[config.mk]
export PLATFORM = sky130hd
export DESIGN_NAME = run_merge16
export DESIGN_NICKNAME = d
export VERILOG_FILES = /design/src/rtl/run_merge16.sv
export SDC_FILE = /design/constraint.sdc
export NUM_CORES = 1
export LEC_CHECK = 0
export CORE_AREA = 2 2 217 219
export DETAILED_ROUTE_END_ITERATION = 10
export DIE_AREA = 0 0 219 221
export PLACE_DENSITY = 0.87
export SYNTH_ARGS = -nofsm -noshare
export SYNTH_HDL_FRONTEND = slang
export SYNTH_SLANG_ARGS = --single-unit
[constraint.sdc]
create_clock -name clk -period 28.4 [get_ports clk]
set_input_delay 5.68 -clock clk [delete_from_list [all_inputs] [get_ports clk]]
set_output_delay 5.68 -clock clk [all_outputs]
set_load 0.1 [all_outputs]
[src/rtl/run_merge16.sv]
// run_merge16: merge stage for the sorting datapath.
// Captures two already-sorted 8-element runs on a start pulse and emits one
// ascending 16-element sequence over a valid/ready stream. The merge is
// stable: when keys are equal the element from run A is emitted first.
//
// Ports:
//   clk        in   rising-edge clock
//   rst_n      in   asynchronous active-low reset
//   start      in   begin a merge; only looked at in IDLE
//   run_a      in   N*W  sorted run A, element k at [k*W +: W], k=0 smallest
//   run_b      in   N*W  sorted run B, same packing
//   busy       out  high while merging (MERGE state)
//   out_valid  out  out_data holds a valid element
//   out_ready  in   downstream accepts the element
//   out_data   out  W    current merged element (0 when not valid)
//   out_last   out  high with the 16th element
//   done       out  one-cycle pulse after the final transfer
//
// Handshake: a transfer happens on a rising edge where out_valid && out_ready.
// While out_valid is high and out_ready is low, out_data/out_last stay
// stable and no pointer moves. out_valid never depends on out_ready.
//
// Debug visibility: state_q (FSM state), ia_q/ib_q (read pointers) and sel_a
// (1 = current element comes from run A) are plain named signals.
module run_merge16 #(
  parameter int W = 32,
  parameter int N = 8
) (
  input  logic           clk,
  input  logic           rst_n,
  input  logic           start,
  input  logic [N*W-1:0] run_a,
  input  logic [N*W-1:0] run_b,
  output logic           busy,
  output logic           out_valid,
  input  logic           out_ready,
  output logic [W-1:0]   out_data,
  output logic           out_last,
  output logic           done
);

  localparam int IW = $clog2(N);

  typedef enum logic [1:0] {
    IDLE  = 2'd0,
    MERGE = 2'd1,
    DONE  = 2'd2
  } state_t;

  state_t       state_q, state_d;
  logic [3:0]   ia_q, ia_d;
  logic [3:0]   ib_q, ib_d;
  logic [W-1:0] a_q [N];
  logic [W-1:0] b_q [N];

  logic [W-1:0] a_head;
  logic [W-1:0] b_head;
  logic         sel_a;
  logic         last;
  logic         xfer;
  logic         capture;
  logic [4:0]   ptr_sum;

  // Pointers reach 8 once a run is exhausted; the low bits then wrap to 0,
  // but that head is never selected because sel_a checks the full pointer.
  assign a_head  = a_q[ia_q[IW-1:0]];
  assign b_head  = b_q[ib_q[IW-1:0]];
  assign ptr_sum = {1'b0, ia_q} + {1'b0, ib_q};
  assign last    = (ptr_sum == 5'd15);
  assign capture = (state_q == IDLE) && start;
  assign xfer    = (state_q == MERGE) && out_ready;

  // Source select: exhausted runs first, otherwise unsigned compare with
  // A winning ties (<=) to keep the merge stable.
  always_comb begin
    sel_a = 1'b0;
    if (ia_q == 4'd8) begin
      sel_a = 1'b0;
    end else if (ib_q == 4'd8) begin
      sel_a = 1'b1;
    end else begin
      sel_a = (a_head <= b_head);
    end
  end

  // Run storage has no reset: its contents only matter after a capture.
  always_ff @(posedge clk) begin
    if (capture) begin
      for (int k = 0; k < N; k++) begin
        a_q[k] <= run_a[k*W +: W];
        b_q[k] <= run_b[k*W +: W];
      end
    end
  end

  always_ff @(posedge clk or negedge rst_n) begin
    if (!rst_n) begin
      state_q <= IDLE;
      ia_q    <= 4'd0;
      ib_q    <= 4'd0;
    end else begin
      state_q <= state_d;
      ia_q    <= ia_d;
      ib_q    <= ib_d;
    end
  end

  always_comb begin
    state_d = state_q;
    ia_d    = ia_q;
    ib_d    = ib_q;
    case (state_q)
      IDLE: begin
        if (start) begin
          ia_d    = 4'd0;
          ib_d    = 4'd0;
          state_d = MERGE;
        end
      end
      MERGE: begin
        if (xfer) begin
          if (sel_a) begin
            ia_d = ia_q + 4'd1;
          end else begin
            ib_d = ib_q + 4'd1;
          end
          if (last) begin
            state_d = DONE;
          end
        end
      end
      DONE: begin
        state_d = IDLE;
      end
      default: begin
        state_d = IDLE;
      end
    endcase
  end

  // Outputs decode straight from registered state, so reset clears them
  // asynchronously and nothing reaches out_data from run_a/run_b.
  always_comb begin
    busy      = 1'b0;
    out_valid = 1'b0;
    out_last  = 1'b0;
    out_data  = '0;
    done      = 1'b0;
    case (state_q)
      MERGE: begin
        busy      = 1'b1;
        out_valid = 1'b1;
        out_last  = last;
        out_data  = sel_a ? a_head : b_head;
      end
      DONE: begin
        done = 1'b1;
      end
      default: begin
      end
    endcase
  end

endmodule
==> impl_metrics.env, run 1 <==
export IMPL_max_stage_delay_ns=1.23
export IMPL_layout_setup_ws_ns=15.17
export IMPL_start_util=0.457
export IMPL_cts_made_buffers=53
export IMPL_syn_nets=1566
export IMPL_crit_path_frequent_cell="buf_4"
export IMPL_finalCritPeriodShare=0.466
export IMPL_grt_pass1_wl_um=83200
export IMPL_drt_total_wl_um=58000
export IMPL_fin_hold_ws_ns=0.583
export IMPL_syn_inst=1009
export IMPL_dpl_cell_area_um2=27200
export IMPL_status="completed"
export IMPL_slew_headroom=0.189
export IMPL_rows=79
export IMPL_clk_pin_slew_worst_paths_ns=0.07
export IMPL_fin_area_um2=29000
export IMPL_cp_start_kind="flip-flop"
export IMPL_post_cts_resized=0
export IMPL_die_h_um=221
export IMPL_die_area_um2=48400
export IMPL_final_hold_viol_count=0
export IMPL_yosysWarnings=0
export IMPL_root_buffer="clkbuf_16"
export IMPL_pre_cts_ws_ns=15.79
export IMPL_clk_latency_ns=0.59
export IMPL_worstPathArrival_ns=7.55
export IMPL_placed_cells=2127
export IMPL_cp_end_kind="output port"
export IMPL_yosys_cell_types_count=49
export IMPL_io_buffers=551
export IMPL_r2r_slack_ns=22.57
export IMPL_p_per_area_nw_per_um2=123
export IMPL_setup_tns_final_ns=0
export IMPL_gp_congestion=0.899
export IMPL_worst_pin_slew_ns=1.22
export IMPL_nets=2132
export IMPL_grt_max_degree=99
export IMPL_synth_edf_count=512
export IMPL_period_minus_slack_ns=13.23
export IMPL_slew_viol_final=0
export IMPL_finalSetupViolCount=0
export IMPL_cap_viol_max_count=0
export IMPL_dp_hpwl_um=42300
export IMPL_cts_setup_buffers=0
export IMPL_clk_path_buf_depth=3
export IMPL_cts_tree="done"
export IMPL_grt_pass1_vias=13095
export IMPL_fillers=3118
export IMPL_worstPathRequired_ns=22.72
export IMPL_post_drt_wl_per_cell_um=26.0
export IMPL_cpMaxStageDelayCell="clkdlybuf4s50_1"
export IMPL_critPathMaxFanout=42
export IMPL_multi_input_area_um2=5180
export IMPL_grt_usage=0.239
export IMPL_ctsHoldBuffers=0
export IMPL_drt_iter0_drc=918
export IMPL_setup_worst_path_class="flip-flop to output port"
export IMPL_crit_chain="buf_4 -> mux4_2 -> mux2_2 -> ha_1 -> nand4_1 -> a2111oi_0 -> nor4_1 -> o311a_2 -> buf_4 -> nand2_1 -> a21oi_1 -> clkdlybuf4s50_1"
export IMPL_cts_htree_levels=2
export IMPL_ios=552
export IMPL_drcViolationCount=0
export IMPL_avgViaCountPerCell=5.44
export IMPL_synthesis_area_um2=21100
export IMPL_post_route_util=0.630
export IMPL_power_total_mw=3.57
export IMPL_synth_top_flop_cell="edfxtp_1"
export IMPL_async_flop_share=0.0192
export IMPL_final_cells=2232
export IMPL_mostFrequentLayoutCell="clkdlybuf4s50_1"
export IMPL_final_cell_mix="clkdlybuf4s50_1 (550), edfxtp_1 (512), mux4_2 (128)"
export IMPL_yosys_register_bits=522
export IMPL_synthToLayoutAreaGrowth_pct=37.9
export IMPL_cts_sinks=522
export IMPL_drive_above_1_share=0.168
export IMPL_ant_nets=0
export IMPL_leakagePower_nw=9.77
export IMPL_die_w_um=219
export IMPL_postSynthAreaPerCell_um2=20.9
export IMPL_skew_ns=0.0254
export IMPL_grt_antenna_before_repair=7
export IMPL_vias=12146
export IMPL_coreArea_um2=46100
export IMPL_peakVddDrop_mv=0.392
export IMPL_grt_ovfl_total=0
export IMPL_rsz0062_at_grt="false"
export IMPL_seq_area_um2=15600
export IMPL_ys_seq_area_frac=0.742
export IMPL_fmax_mhz=75.6
export IMPL_hold_path_class="flip-flop to flip-flop"
export IMPL_dr_pass1_iters=5
where the power goes:
group / total, mW / switching, mW / internal [mW] / leakage (nW)
Combinational: 1.74 / 1.17 / 0.564 / 4.06
Sequential: 1.12 / 0.0910 / 1.03 / 4.81
Clock: 0.720 / 0.293 / 0.428 / 0.897
area by class of cell:
| type | instances | area share |
|---|---|---|
| antenna | 5 | 0.000431 |
| inverter | 7 | 0.000905 |
| timing repair buffer | 564 | 0.193 |
| clock inverter | 38 | 0.0139 |
| clock buffer | 62 | 0.0483 |
| tap | 607 | 0.0262 |
| sequential | 522 | 0.539 |
| multi-input combinational | 427 | 0.178 |
registers in the layout, summed over array words and instances, names as in the netlist:
register  flops
a_q         256
b_q         256
ia_q          4
ib_q          4
state_q       2
metal layers:
metal	share of wire	wire length, um	global-route usage
met1	0.34	19800	0.273
met2	0.52	30300	0.416
met3	0.094	5470	0.0690
met4	0.041	2380	0.107
met5	0.00043	25	0
critical path: cells and delay by family, from the launching register on:
| family | cells | cell delay [ns] |
|---|---|---|
| mux | 2 | 0.97 |
| flops | 1 | 0.82 |
| fa+ha+maj | 1 | 0.33 |
| buf+inv | 3 | 2.40 |
| compound gates | 3 | 1.12 |
| simple gates | 3 | 1.23 |
kinds of logic (layout without fill, tap and decap cells):
kind of cell               count (synthesis)  in the layout  synth area share
xor gates and xnor gates                   2              2          0.000832
adders and majority gates                 41             41            0.0247
DFF                                      522            522             0.742
other                                      0              5                 0
buffers and inverters                     60            671            0.0126
and+or+nand+nor                          110            110            0.0273
muxes                                    194            194             0.170
AOI/OAI and AO/OA                         80             80            0.0224
synth_stat cells (3+ instances only):
| master | number | area, um2 |
|---|---|---|
| mux2_2 | 33 | 372 |
| buf_2 | 16 | 80.1 |
| a21oi_1 | 48 | 240 |
| dfrtp_1 | 10 | 250 |
| mux4_2 | 128 | 2880 |
| ha_1 | 40 | 500 |
| nand4_1 | 7 | 43.8 |
| o21ai_0 | 6 | 30.0 |
| nand3b_1 | 3 | 22.5 |
| nand2_1 | 43 | 161 |
| nor2_1 | 6 | 22.5 |
| edfxtp_1 | 512 | 15400 |
| clkbuf_1 | 28 | 105 |
| buf_1 | 5 | 18.8 |
| mux2i_1 | 33 | 330 |
| nand3_1 | 5 | 25.0 |
| or2_1 | 31 | 194 |
| a21o_1 | 6 | 45.0 |
| a31oi_1 | 3 | 18.8 |
| o211ai_1 | 4 | 30.0 |
| inv_1 | 7 | 26.3 |
final timing paths:
check | endpoint | from | cells after the start
setup reg to reg | ia_q[0] | ia_q[0] | 11
setup / recovery | out_data[11] | ia_q[0] | 12
hold / removal | state_q[0] | state_q[1] | 1
max in group asynchronous | ib_q[1] | rst_n | 1
hold reg to reg | state_q[0] | state_q[1] | 1
min in group asynchronous | state_q[0] | rst_n | 1
Note: power is estimated with default switching activity, not from simulation.
==> inputs of run 2 (changes only) <==
- clock period: 28.4 -> 13.5 ns (I/O delays scaled with it)
==> impl_metrics.env, run 2 (synthesized netlist as in run 1, its figures left out) <==
export IMPL_grt_max_degree=193
export IMPL_post_drt_wl_per_cell_um=26.0
export IMPL_r2r_cells=11
export IMPL_ant_nets=0
export IMPL_rows=79
export IMPL_mostFrequentLayoutCell="clkdlybuf4s50_1"
export IMPL_wl_met3_um=5150
export IMPL_fin_hold_ws_ns=0.573
export IMPL_worstPathRequired_ns=10.80
export IMPL_ctsHoldBuffers=0
export IMPL_wl_met1_um=19700
export IMPL_pre_cts_ws_ns=3.60
export IMPL_die_w_um=219
export IMPL_drt_total_wl_um=57900
export IMPL_root_buffer="clkbuf_16"
export IMPL_synthToLayoutAreaGrowth_pct=37.3
export IMPL_final_hold_viol_count=0
export IMPL_vias=12088
export IMPL_final_cell_mix="clkdlybuf4s50_1 (551), edfxtp_1 (512), mux4_2 (128)"
export IMPL_nets=2129
export IMPL_post_cts_resized=0
export IMPL_ios=552
export IMPL_cp_end_kind="output port"
export IMPL_grt_ovfl_total=0
export IMPL_slew_viol_final=0
export IMPL_setup_worst_path_class="flip-flop to output port"
export IMPL_cp_start_kind="flip-flop"
export IMPL_path_depth=12
export IMPL_leakagePower_nw=9.67
export IMPL_grt_pass1_wl_um=84000
export IMPL_crit_chain="buf_4 -> mux4_2 -> mux2_2 -> ha_1 -> nor2b_1 -> o211ai_1 -> a2111oi_0 -> nor4_1 -> o311a_4 -> nor2_1 -> a211oi_1 -> clkdlybuf4s50_1"
export IMPL_max_stage_delay_ns=1.25
export IMPL_worstHoldPathCells=1
export IMPL_largest_registers="a_q x256, b_q x256"
export IMPL_grt_usage=0.241
export IMPL_grt_antenna_before_repair=9
export IMPL_post_route_util=0.628
export IMPL_coreArea_um2=46100
export IMPL_crit_family="buffers and inverters"
export IMPL_top_layer_used="met5"
export IMPL_slew_headroom=0.217
export IMPL_skew_ns=0.0200
export IMPL_fillers=3141
export IMPL_cpMaxStageDelayCell="clkdlybuf4s50_1"
export IMPL_cts_setup_buffers=0
export IMPL_clk_pin_slew_worst_paths_ns=0.07
export IMPL_critPathMaxFanout=74
export IMPL_finalCritPeriodShare=0.741
export IMPL_fin_area_um2=28900
export IMPL_dr_pass1_iters=5
export IMPL_clk_path_buf_depth=3
export IMPL_die_h_um=221
export IMPL_period_minus_slack_ns=10.00
export IMPL_drt_iter0_drc=941
export IMPL_cap_viol_max_count=0
export IMPL_worst_pin_slew_ns=1.18
export IMPL_start_util=0.457
export IMPL_grt_pass1_vias=13338
export IMPL_setup_tns_final_ns=0
export IMPL_dp_hpwl_um=42500
export IMPL_worstPathArrival_ns=7.30
export IMPL_drcViolationCount=0
export IMPL_hold_path_class="flip-flop to flip-flop"
export IMPL_cts_sinks=522
export IMPL_die_area_um2=48400
export IMPL_crit_buf_inv=2
export IMPL_cts_tree="done"
export IMPL_p_per_area_nw_per_um2=257
export IMPL_cts_made_buffers=52
export IMPL_finalSetupViolCount=0
export IMPL_peakVddDrop_mv=0.601
export IMPL_layout_setup_ws_ns=3.50
export IMPL_status="completed"
export IMPL_gp_congestion=0.881
export IMPL_drive_above_1_share=0.161
export IMPL_clk_latency_ns=0.59
export IMPL_rsz0062_at_grt="false"
export IMPL_cts_htree_levels=2
export IMPL_avgViaCountPerCell=5.43
export IMPL_io_buffers=551
export IMPL_dpl_cell_area_um2=27200
export IMPL_fmax_mhz=100
export IMPL_dr_wl_met2_um=30100
-- run 2: metal layers --
metal | up-vias | global-route usage
met5 | - | 0
met1 | 6022 | 0.268
met3 | 132 | 0.0685
met4 | 2 | 0.129
li1 | 5313 | -
met2 | 619 | 0.418
-- run 2: layout make-up --
| cell class | count | area (um2) | area share |
|---|---|---|---|
| inverters | 7 | 26.3 | 0.000909 |
| repair buffers | 562 | 5610 | 0.194 |
| well taps | 607 | 759 | 0.0263 |
| clock buffers | 60 | 1350 | 0.0468 |
| diodes | 8 | 20.0 | 0.000693 |
| multi-input cells | 427 | 5190 | 0.180 |
| clock inverters | 33 | 307 | 0.0106 |
| flip-flops and latches | 522 | 15600 | 0.541 |
-- run 2: power by group --
group	switching, mW	internal, mW	total, mW
Combinational	2.49	1.19	3.68
Sequential	0.165	2.16	2.32
Clock	0.601	0.813	1.41
-- run 2: through the flow --
step	std cells	power (mW)
2_1_floorplan	1009	5.06
3_3_place_gp	2125	5.98
3_5_place_dp	2125	6.04
4_1_cts	2218	7.48
5_1_grt	2225	7.74
6_report	2226	7.42
-- run 2: path summary, 6_finish.rpt --
check / start / to / slack (ns)
setup / recovery: ia_q[0] / out_data[0] / 3.50
hold / removal: state_q[1] / state_q[0] / 0.57
setup reg to reg: ia_q[0] / ia_q[0] / 7.78
hold reg to reg: state_q[1] / state_q[0] / 0.57
max in group asynchronous: rst_n / ia_q[0] / 10.62
min in group asynchronous: rst_n / ia_q[1] / 2.46
